==> config.mk <==
export PLATFORM = sky130hd
export DESIGN_NAME = coeff_bank_sequencer
export DESIGN_NICKNAME = d
export VERILOG_FILES = /design/src/rtl/coeff_bank_sequencer.sv
export SDC_FILE = /design/constraint.sdc
export NUM_CORES = 1
export LEC_CHECK = 0
export CAP_MARGIN = 20
export CORE_ASPECT_RATIO = 1.1
export CORE_MARGIN = 2
export CORE_UTILIZATION = 39
export CTS_BUF_LIST = sky130_fd_sc_hd__clkbuf_4 sky130_fd_sc_hd__clkbuf_8 sky130_fd_sc_hd__clkbuf_16
export DETAILED_ROUTE_END_ITERATION = 12
export PLACE_DENSITY_LB_ADDON = 0.12
export REMOVE_ABC_BUFFERS = 1
export SLEW_MARGIN = 20
export SYNTH_ARGS = -nofsm -noshare
export SYNTH_HDL_FRONTEND = slang
export SYNTH_SLANG_ARGS = --single-unit
==> constraint.sdc <==
create_clock -name sys_clk -period 10.5 [get_ports sys_clk]
set_clock_uncertainty 0.2 [all_clocks]
set_input_delay 1.575 -clock sys_clk [delete_from_list [all_inputs] [get_ports sys_clk]]
set_output_delay 1.575 -clock sys_clk [all_outputs]
set_load 0.005 [all_outputs]
==> src/rtl/coeff_bank_sequencer.sv <==
// coeff_bank_sequencer: streams a CPU-staged coefficient set into one axis/bank of
// the 3-axis FIR through its update port, then optionally swaps that axis's active
// bank on the next sample boundary. Owns the x/y/z active bank-select registers.
module coeff_bank_sequencer #(
    parameter int TAPS    = 16,
    parameter int COEFF_W = 16,
    parameter int GAP     = 0,
    localparam int IDX_W  = $clog2(TAPS)
) (
    input  logic               sys_clk,
    input  logic               rst,
    input  logic               stage_we,
    input  logic [IDX_W-1:0]   stage_index,
    input  logic [COEFF_W-1:0] stage_value,
    input  logic               cmd_valid,
    output logic               cmd_ready,
    input  logic [1:0]         cmd_axis,
    input  logic [1:0]         cmd_bank,
    input  logic               cmd_activate,
    input  logic               sample_strobe,
    output logic               update_en,
    output logic [1:0]         update_axis,
    output logic [1:0]         update_bank,
    output logic [IDX_W-1:0]   update_index,
    output logic [COEFF_W-1:0] update_value,
    output logic [1:0]         x_bank,
    output logic [1:0]         y_bank,
    output logic [1:0]         z_bank,
    output logic               busy,
    output logic               done,
    output logic               err
);

    typedef enum logic [1:0] {IDLE, WRITE, WAIT_SWAP, DONE} state_t;

    localparam logic [3:0]       GAP_L    = 4'(GAP);
    localparam logic [IDX_W-1:0] LAST_IDX = IDX_W'(TAPS - 1);

    state_t             state_reg;
    logic               cmd_ready_reg;
    logic               busy_reg;
    logic               done_reg;
    logic               err_reg;
    logic               upd_en_reg;
    logic [1:0]         upd_axis_reg;
    logic [1:0]         upd_bank_reg;
    logic [IDX_W-1:0]   upd_index_reg;
    logic [COEFF_W-1:0] upd_value_reg;
    logic [1:0]         x_bank_reg;
    logic [1:0]         y_bank_reg;
    logic [1:0]         z_bank_reg;
    logic [1:0]         axis_reg;
    logic [1:0]         bank_reg;
    logic               act_reg;
    logic [IDX_W-1:0]   idx_reg;
    logic [3:0]         gap_reg;
    logic [1:0]         cur_bank;

    // Staging buffer; cleared by reset so a reset really discards a half-set load
    logic [COEFF_W-1:0] stage_mem [TAPS];
    logic [TAPS-1:0]    stage_hit;

    genvar gi;
    generate
        for (gi = 0; gi < TAPS; gi++) begin : g_stage_hit
            // Writes are only honoured while idle so an in-flight load is never disturbed
            assign stage_hit[gi] = stage_we && (state_reg == IDLE) && (stage_index == IDX_W'(gi));
        end
    endgenerate

    // Staging entry writes
    always_ff @(posedge sys_clk or posedge rst) begin
        if (rst) begin
            for (int i = 0; i < TAPS; i++) stage_mem[i] <= '0;
        end else begin
            for (int i = 0; i < TAPS; i++) begin
                if (stage_hit[i]) stage_mem[i] <= stage_value;
            end
        end
    end

    // Currently active bank of the axis named by the incoming command
    always_comb begin
        cur_bank = 2'd0;
        case (cmd_axis)
            2'd0:    cur_bank = x_bank_reg;
            2'd1:    cur_bank = y_bank_reg;
            2'd2:    cur_bank = z_bank_reg;
            default: cur_bank = 2'd0;
        endcase
    end

    // Command sequencing FSM with registered outputs
    always_ff @(posedge sys_clk or posedge rst) begin
        if (rst) begin
            state_reg     <= IDLE;
            cmd_ready_reg <= 1'b0;
            busy_reg      <= 1'b0;
            done_reg      <= 1'b0;
            err_reg       <= 1'b0;
            upd_en_reg    <= 1'b0;
            upd_axis_reg  <= 2'd0;
            upd_bank_reg  <= 2'd0;
            upd_index_reg <= '0;
            upd_value_reg <= '0;
            x_bank_reg    <= 2'd0;
            y_bank_reg    <= 2'd0;
            z_bank_reg    <= 2'd0;
            axis_reg      <= 2'd0;
            bank_reg      <= 2'd0;
            act_reg       <= 1'b0;
            idx_reg       <= '0;
            gap_reg       <= 4'd0;
        end else begin
            // Pulses and the update bus default to zero every cycle
            done_reg      <= 1'b0;
            err_reg       <= 1'b0;
            upd_en_reg    <= 1'b0;
            upd_axis_reg  <= 2'd0;
            upd_bank_reg  <= 2'd0;
            upd_index_reg <= '0;
            upd_value_reg <= '0;
            case (state_reg)
                IDLE: begin
                    cmd_ready_reg <= 1'b1;
                    if (cmd_valid && cmd_ready_reg) begin
                        axis_reg <= cmd_axis;
                        bank_reg <= cmd_bank;
                        act_reg  <= cmd_activate;
                        // Writing into the live bank would corrupt the running filter
                        if (cmd_axis == 2'd3 || cmd_bank == cur_bank) begin
                            err_reg <= 1'b1;
                        end else begin
                            state_reg     <= WRITE;
                            busy_reg      <= 1'b1;
                            cmd_ready_reg <= 1'b0;
                            idx_reg       <= '0;
                            gap_reg       <= 4'd0;
                        end
                    end
                end
                WRITE: begin
                    if (gap_reg == 4'd0) begin
                        upd_en_reg    <= 1'b1;
                        upd_axis_reg  <= axis_reg;
                        upd_bank_reg  <= bank_reg;
                        upd_index_reg <= idx_reg;
                        upd_value_reg <= stage_mem[idx_reg];
                        if (idx_reg == LAST_IDX) begin
                            state_reg <= act_reg ? WAIT_SWAP : DONE;
                        end else begin
                            idx_reg <= idx_reg + IDX_W'(1);
                            gap_reg <= GAP_L;
                        end
                    end else begin
                        gap_reg <= gap_reg - 4'd1;
                    end
                end
                WAIT_SWAP: begin
                    // Swap only on a sample boundary so the filter never sees a mid-sample change
                    if (sample_strobe) begin
                        case (axis_reg)
                            2'd0:    x_bank_reg <= bank_reg;
                            2'd1:    y_bank_reg <= bank_reg;
                            default: z_bank_reg <= bank_reg;
                        endcase
                        state_reg <= DONE;
                    end
                end
                DONE: begin
                    done_reg  <= 1'b1;
                    busy_reg  <= 1'b0;
                    state_reg <= IDLE;
                end
                default: begin
                    state_reg <= IDLE;
                    busy_reg  <= 1'b0;
                end
            endcase
        end
    end

    assign cmd_ready    = cmd_ready_reg;
    assign busy         = busy_reg;
    assign done         = done_reg;
    assign err          = err_reg;
    assign update_en    = upd_en_reg;
    assign update_axis  = upd_axis_reg;
    assign update_bank  = upd_bank_reg;
    assign update_index = upd_index_reg;
    assign update_value = upd_value_reg;
    assign x_bank       = x_bank_reg;
    assign y_bank       = y_bank_reg;
    assign z_bank       = z_bank_reg;

endmodule

Yosys cells after proc, flatten, opt, wreduce, memory -nomap -nowiden --
Index checks and enable logic that the tools add are counted. W data, S select, Z words.
Word-level totals: flip-flop bits (word level) 306, word-level logic and storage cells 142, bits of input ports 30, output and inout bits 35
Operators by class: bitwise gates (word level) 2, mux-type cells 37, equality and inequality tests 31, order comparisons 1, add/subtract/negate cells 2, reductions and logical operators 35
Operators by type and width (number):
- $bmux W16 S4 | 1
- $mux W16 | 4
- $eq A4 B4 Y1 const B | 9
- $mux W4 | 8
- $logic_and A1 B1 Y1 | 18
- $mux W2 | 9
- $eq A4 B3 Y1 const B | 4
- $pmux W4 S2 | 2
- $reduce_and A3 Y1 | 4
- $mux W1 | 10
- $ne A2 B2 Y1 const B | 5
- $reduce_and A5 Y1 | 2
- $eq A2 B2 Y1 const B | 4
- $eq A4 B2 Y1 const B | 2
- $logic_not A4 Y1 | 2
- $pmux W2 S4 | 1
- $eq A2 B1 Y1 const B | 3
- $logic_not A2 Y1 | 3
- $pmux W2 S3 | 1
- $ge A5 B5 Y1 const B | 1
- $not A4 Y5 | 1
- $add A4 B1 Y4 const B | 1
- $eq A4 B1 Y1 const B | 1
- $reduce_and A4 Y1 | 1
- 10 further kinds | 11

Longest topological paths before layout --
Gate-level depths: netlist of run 1.
depth after elaboration 7, depth in mapped cells 8, mapped depth without buffers 7

Worst setup path before layout of run 1 --
Ideal clock, no wire load.
path type input to register, from input cmd_axis[1], to register gap_reg[0], data arrival time 3.179 ns, library setup time 0.126 ns, cell stages on the path 7, buffers on the path 1, data required time 10.174 ns, slack 6.995 ns, cells stage by stage buf_6 > mux2_4 > or3_1 > a211oi_2 > nor2_2 > a22o_1 > a221o_1
On the way: cells in the longest elaborated chain, start to end 6, elaborated cells on any way between the ends 9, those cells by class eq/ne (5); mux (1); reduce/logical (3)
RTL lines:
- from (decl) | RTL line 17 | input logic [1:0] cmd_axis,
- $eq A2 B2 Y1 (tied with other cells) | RTL line 85 | case (cmd_axis)
- $pmux W2 S3 | RTL line 85
- $eq A2 B2 Y1 | RTL line 131 | if (cmd_axis == 2'd3 || cmd_bank == cur_bank) begin
- $logic_or A1 B1 Y1 (*) | RTL line 131
- $ne A2 B2 Y1 (no source line) (*)
- $reduce_and A4 Y1 (no source line) (*)
- to (signal assigned) | RTL line 156 | gap_reg <= gap_reg - 4'd1;
- to (decl) | RTL line 56 | logic [3:0] gap_reg;
Every way passes the cells marked *; elsewhere a longest branch is shown, timed or not. A chain may end at the register's enable or synchronous reset.

Final worst setup path of run 1 --
Same ends and word-level chain as after synthesis.

==> impl_metrics.tcl, run 1 <==
set metrics [dict create \
    place.gp.congestion 0.731 \
    share_of_cells_above_drive_strength_1_pct 46.7 \
    total_switching_power_uw 1230 \
    crit_path_end_kind "flip-flop" \
    worstSetupEndpoint "gap_reg[0]$_DFFE_PP0P_" \
    hold_viol 0 \
    total_leakage_power_uw 0.00697 \
    cpPeakStageDelay_ns 0.62 \
    die_y_um 200 \
    setup_ws_ns 6.78 \
    grt_setup_unrepaired "no" \
    regToRegStartpoint "idx_reg[0]$_DFFE_PP0P_" \
    post_cts_resized 0 \
    finalNetCount 963 \
    reg2reg_setup_slack_ns 7.26 \
    path_cells "clkdlybuf4s50_1 -> mux2_4 -> or3_1 -> a211oi_2 -> nor2_2 -> a22o_1 -> a221o_1" \
    place_hpwl_mm 17.7 \
    synth-async-reset-ratio_pct 100 \
    syn_to_final_growth_pct 16.8 \
    worst_slew_margin_rel_pct 39.3 \
    die_area_um2 36500 \
    postCtsHoldBufs 0 \
    min_from "gap_reg[3]$_DFFE_PP0P_" \
    register_bit_count_reported_by_yosys 306 \
    seq_area_um2 7660 \
    switching_share_pct 27.5 \
    maximum_number_of_pins_on_one_net_before_global_route_repair 189 \
    share_comb_of_total_power_pct 29.1 \
    ys_top_cells_by_area "sky130_fd_sc_hd__dfrtp_1 56%, sky130_fd_sc_hd__mux2_2 22%, sky130_fd_sc_hd__mux4_2 13%, sky130_fd_sc_hd__clkbuf_1 1.1%, sky130_fd_sc_hd__nor2b_1 0.92%" \
    syn_inst 872 \
    path_buf_inv 1 \
    cp.depth 7 \
    groute.usage.overall_pct 17.9 \
    core_area_um2 34400 \
    ys_dominant_reg_cell "sky130_fd_sc_hd__dfrtp_1" \
    crit_path_top_delay_cell "sky130_fd_sc_hd__clkdlybuf4s50_1" \
    htree_num_levels 2 \
    crit_arrival_ns 3.92 \
    outcome "completed" \
    total_grt_overflow 0 \
    cts.root.buffer_cell "sky130_fd_sc_hd__clkbuf_16" \
    seq_power_share_pct 44.2 \
    finalSetupViolCount 0 \
    synth.yosys.seq_area_share_pct 56.1 \
    synth_edf_count 0 \
    diodes 0 \
    clkPwrFrac_pct 26.7 \
    routed_antenna_nets 0 \
    fmax_ghz 0.269 \
    final_common_cell "sky130_fd_sc_hd__dfrtp_1" \
    port_buffers 64 \
    cts_made_buffers 35 \
    crit_path_max_fanout 7 \
    pwr_density_cell_nw_per_um2 281 \
    rows 71 \
    pin_count 65 \
    wire_per_inst_um 22.5 \
    max-cap-violations 0 \
    critPathTopFamily "compound AO/OA/AOI/OAI gates" \
    synthDominantAreaCellType "sky130_fd_sc_hd__dfrtp_1" \
    netlist_area_um2 13700 \
    post-cts-setup-buffers 0 \
    clock_network_latency_to_the_later_pin_of_the_worst_skew_pair_ns 0.52 \
    fillCellCount 3006 \
    vias 7550 \
    preCtsSetupSlack_ns 6.13 \
    post-synth-top-area-fraction_pct 56.1 \
    peakVddDrop_v 0.000106 \
    timing.setup.critical_path_class "primary input to flip-flop" \
    area_taken_by_multi_input_logic_gates_um2 5740 \
    tightest_slew_ns 0.908 \
    grt_pass1_vias 8064 \
    largest_reg_flops 256 \
    timing.critical_path.required_ns 10.70 \
    drt_iter0_drc 293 \
    antenna_found_initial 0 \
    worst_setup_path_start_kind "primary input" \
    cts.reportedPaths.clkPinSlew_ns 0.06 \
    tns_ns 0 \
    clock_sink_count 306 \
    cell_internal_pwr_uw 3250 \
    synth_area_per_cell_um2 15.7 \
    most-common-layout-cells "304 x sky130_fd_sc_hd__dfrtp_1, 267 x sky130_fd_sc_hd__mux2_2, 80 x sky130_fd_sc_hd__mux4_2, 64 x sky130_fd_sc_hd__clkdlybuf4s50_1, 35 x sky130_fd_sc_hd__clkbuf_16" \
    grt_first_pass_wirelength_mm 49.7 \
    finalWirelength_mm 31.3 \
    dieWidth_um 182 \
    final-max-slew-violation-count 0 \
    r2r-end "update_value[10]$_DFF_PP0_" \
    cts_tree "built" \
    cts.path.max_buffers 3 \
    synth_cell_type_count 45 \
    holdCritPathClass "flip-flop to flip-flop" \
    synth.yosys.warnings 0 \
    largest-register "stage_mem" \
    worst-r2r-cell-count 4 \
    total_power_uw 4480 \
    firstDrtPassIters 4 \
    final_period_minus_worst_setup_slack_ns 3.72 \
    initial_util_pct 39.7 \
    critical_path.startpoint "cmd_axis[1]" \
    drt-vias-per-instance 5.43 \
    drc_errors 0 \
    timing.final.crit_share_pct 35.4 \
]
==> final cells by class <==
cell class	count	share of cell area (%)
Tap cell	438	3.44
Inverter	14	0.377
Clock inverter	11	0.612
Multi-Input combinational cell	489	36.0
Timing Repair Buffer	80	4.97
Clock buffer	52	6.57
Sequential cell	306	48.0
==> kinds of logic after synthesis <==
kind of cell,count (synthesis),synth area share (%)
muxes,352,35.6
AOI/OAI and AO/OA,31,1.58
adders and majority gates,7,0.641
and+or+nand+nor,99,3.78
buffers and inverters,77,2.30
DFF,306,56.1
==> worst reg2reg max path, delay by kind of cell (launching register included) <==
family / cells / cell delay (ns)
buffers and inverters: 1 / 0.81
and+or+nand+nor: 1 / 0.16
DFF: 1 / 0.80
muxes: 2 / 1.14
==> synth_stat cells, types with 4 or more instances <==
cell type and count:
sky130_fd_sc_hd__a21oi_1 5, sky130_fd_sc_hd__and3_1 4, sky130_fd_sc_hd__buf_1 8, sky130_fd_sc_hd__buf_2 14, sky130_fd_sc_hd__clkbuf_1 40, sky130_fd_sc_hd__dfrtp_1 306
sky130_fd_sc_hd__ha_1 7, sky130_fd_sc_hd__inv_1 14, sky130_fd_sc_hd__mux2_2 267, sky130_fd_sc_hd__mux2i_1 4, sky130_fd_sc_hd__mux4_2 80, sky130_fd_sc_hd__nand2_1 17
sky130_fd_sc_hd__nand2b_1 5, sky130_fd_sc_hd__nand3_1 11, sky130_fd_sc_hd__nor2_1 24, sky130_fd_sc_hd__nor2b_1 20, sky130_fd_sc_hd__nor3_1 4, sky130_fd_sc_hd__o21ai_0 7
==> metrics by stage <==
step	instance area (µm²)	instances	hold WS (ns)	utilization, %
2_1_floorplan	13400	809	0.245	-
3_3_place_gp	14800	1326	0.270	43.0
3_5_place_dp	14800	1326	0.278	43.0
4_1_cts	15900	1389	0.288	46.3
5_1_grt	16000	1390	0.308	46.4
6_report	16000	1390	0.281	46.4
==> power groups by stage <==
stage          sequential (µW)  clock (µW)  combinational [µW]
6_report                  1980        1200                1300
5_1_grt                   2050        1290                1420
4_1_cts                   1980        1230                1330
3_5_place_dp              2000           0                1320
3_3_place_gp              1990           0                1300
2_1_floorplan             1940           0                 993
==> routing by layer <==
metal / track usage (%) / part of all wire, %
met5: 0 / 0
met4: 5.16 / 2.3
met1: 23.9 / 44
met3: 2.69 / 3.4
met2: 30.3 / 50
==> worst min-delay path by stage <==
| stage | endpoint | slack [ns] | depth (start not counted) |
|---|---|---|---|
| after floorplan | gap_reg[3]$_DFFE_PP0P_ | 0.25 | 1 |
| after global routing | stage_mem[19]$_DFFE_PP0P_ | 0.31 | 1 |
| final | gap_reg[3]$_DFFE_PP0P_ | 0.28 | 1 |
| after global placement | gap_reg[3]$_DFFE_PP0P_ | 0.27 | 1 |
| after CTS | gap_reg[3]$_DFFE_PP0P_ | 0.29 | 1 |
| after detailed placement | gap_reg[3]$_DFFE_PP0P_ | 0.28 | 1 |
(Power assumes the default switching activity.)
==> run 2: changes to the inputs <==
==> constraint.sdc (replaced) <==
create_clock -name sys_clk -period 3.25 [get_ports sys_clk]
set_clock_uncertainty 0.2 [all_clocks]
set_input_delay 0.4875 -clock sys_clk [delete_from_list [all_inputs] [get_ports sys_clk]]
set_output_delay 0.4875 -clock sys_clk [all_outputs]
set_load 0.005 [all_outputs]
==> run 2 against run 1 <==
Clock power grew to 3.7 times the previous value. Flip-flop and latch count unchanged. Combinational power increased to 3.4 times the previous value. Final cell count up 2.7%. Worst hold slack worse by 0.071 ns. Register-to-register slack worse by 6.6 ns. Sequential share of layout area down 1.6 points. Critical path depth decreased by 1.
==> impl_metrics.tcl, run 2 (synthesized netlist as in run 1, its figures left out) <==
set metrics [dict create \
    outcome "completed" \
    timing.setup.critical_path_class "flip-flop to flip-flop" \
    cts.root.buffer_cell "sky130_fd_sc_hd__clkbuf_16" \
    htree_num_levels 2 \
    grt_pass1_vias 8351 \
    timing.hold.ws_ns 0.210 \
    preCtsSetupSlack_ns 0.264 \
    port_buffers 64 \
    crit_arrival_ns 2.77 \
    final_common_cell "sky130_fd_sc_hd__dfrtp_1" \
    peakVddDrop_v 0.000425 \
    max-cap-violations 0 \
    finalSetupViolCount 0 \
    cts.path.max_buffers 3 \
    diodes 0 \
    crit_path_end_kind "flip-flop" \
    clock_sink_count 306 \
    pwr_density_cell_nw_per_um2 920 \
    vias 7736 \
    place_hpwl_mm 21.0 \
    total_grt_overflow 0 \
    pin_count 65 \
    cts_made_buffers 37 \
    grt_setup_unrepaired "no" \
    die_area_um2 36500 \
    finalWirelength_mm 32.7 \
    holdCritPathClass "primary input to async pin" \
    postCtsHoldBufs 0 \
    cts_tree "built" \
    share_of_cells_above_drive_strength_1_pct 48.5 \
    drt_iter0_drc 314 \
    most-common-layout-cells "304 x sky130_fd_sc_hd__dfrtp_1, 267 x sky130_fd_sc_hd__mux2_2, 80 x sky130_fd_sc_hd__mux4_2, 64 x sky130_fd_sc_hd__clkdlybuf4s50_1, 39 x sky130_fd_sc_hd__clkbuf_16" \
    postLayoutCellArea_um2 16500 \
    crit_path_top_delay_cell "sky130_fd_sc_hd__or4_1" \
    maximum_number_of_pins_on_one_net_before_global_route_repair 65 \
    wire_per_inst_um 22.9 \
    initial_util_pct 39.7 \
    grt_first_pass_wirelength_mm 51.7 \
    firstDrtPassIters 4 \
    timing.critical_path.required_ns 3.45 \
    path_buf_inv 2 \
    largest_reg_flops 256 \
    cts.reportedPaths.clkPinSlew_ns 0.06 \
    tightest_slew_ns 0.790 \
    antenna_found_initial 0 \
    hold_viol 0 \
    setup_ws_ns 0.674 \
    fmax_ghz 0.388 \
    syn_to_final_growth_pct 20.9 \
    largest-register "stage_mem" \
    post-cts-setup-buffers 0 \
    final-instance-count-excl-fill 1428 \
    final-max-slew-violation-count 0 \
    cpPeakStageDelay_ns 0.71 \
    critPathTopFamily "simple AND/OR/NAND/NOR gates" \
    clock_network_latency_to_the_later_pin_of_the_worst_skew_pair_ns 0.53 \
    drt-vias-per-instance 5.42 \
    finalNetCount 1000 \
    total_leakage_power_uw 0.00728 \
    crit_path_max_fanout 13 \
    path_cells "inv_1 -> ha_1 -> nand2_1 -> or4_1 -> buf_12 -> mux2_2" \
    dieWidth_um 182 \
    place.gp.congestion 0.761 \
    core_area_um2 34400 \
    worst_setup_path_start_kind "flip-flop" \
    post_cts_resized 0 \
    rows 71 \
    final_period_minus_worst_setup_slack_ns 2.58 \
    die_y_um 200 \
    worst_slew_margin_rel_pct 47.3 \
    placed_cells_incl_taps 1362 \
    groute.usage.overall_pct 18.7 \
    drc_errors 0 \
    post_dp_cell_area_um2 15200 \
    timing.final.crit_share_pct 79.2 \
    routed_antenna_nets 0 \
]
==> run 2: power by group <==
group	switching [µW]	internal, µW
clock	1610	2790
sequential	946	5470
combinational	1550	2820
total	4100	11100
==> run 2: worst register-to-register path, cell delays in order, from the launching register on <==
cell                      delay [ns]
sky130_fd_sc_hd__dfrtp_1        0.41
sky130_fd_sc_hd__inv_1          0.11
sky130_fd_sc_hd__ha_1           0.30
sky130_fd_sc_hd__nand2_1        0.18
sky130_fd_sc_hd__or4_1          0.71
sky130_fd_sc_hd__buf_12         0.26
sky130_fd_sc_hd__mux2_2         0.29
==> run 2: area by class of cell <==
type                            instances  area (µm²)
Timing Repair Buffer                  115        1210
Tap cell                              438         548
Clock buffer                           52        1110
Multi-Input combinational cell        489        5710
Clock inverter                         14         205
Inverter                               14        60.1
Fill cell                            2967       17900
Sequential cell                       306        7660
==> run 2: path summary, 6_finish.rpt <==
path / start / to / slack, ns / cells past startpoint
setup / recovery: state_reg[0]$_DFFE_PP0P_ / stage_mem[117]$_DFFE_PP0P_ / 0.67 / 6
hold / removal: rst / update_value[11]$_DFF_PP0_ / 0.21 / 2
setup reg to reg: state_reg[0]$_DFFE_PP0P_ / stage_mem[117]$_DFFE_PP0P_ / 0.67 / 6
hold reg to reg: stage_mem[216]$_DFFE_PP0P_ / stage_mem[216]$_DFFE_PP0P_ / 0.29 / 1
max in group asynchronous: rst / stage_mem[165]$_DFFE_PP0P_ / 1.92 / 3
min in group sys_clk: stage_mem[216]$_DFFE_PP0P_ / stage_mem[216]$_DFFE_PP0P_ / 0.29 / 1
==> run 2: stage by stage <==
| stage | setup TNS (ns) | total power (µW) | utilization, % |
|---|---|---|---|
| after floorplan | -1825.44 | 9480 | - |
| after global placement | 0 | 10800 | 44.2 |
| after detailed placement | 0 | 10900 | 44.2 |
| after CTS | 0 | 15400 | 48.0 |
| after global routing | 0 | 16100 | 48.0 |
| final | 0 | 15200 | 48.0 |
==> run 2: layer usage <==
| layer | global-route usage [%] | part of all wire, % | up-vias |
|---|---|---|---|
| met5 | 0 | 0 | - |
| met4 | 5.21 | 2.0 | 0 |
| met3 | 2.84 | 4.4 | 45 |
| met2 | 31.5 | 49 | 169 |
| met1 | 25.2 | 44 | 4098 |
| li1 | - | - | 3424 |
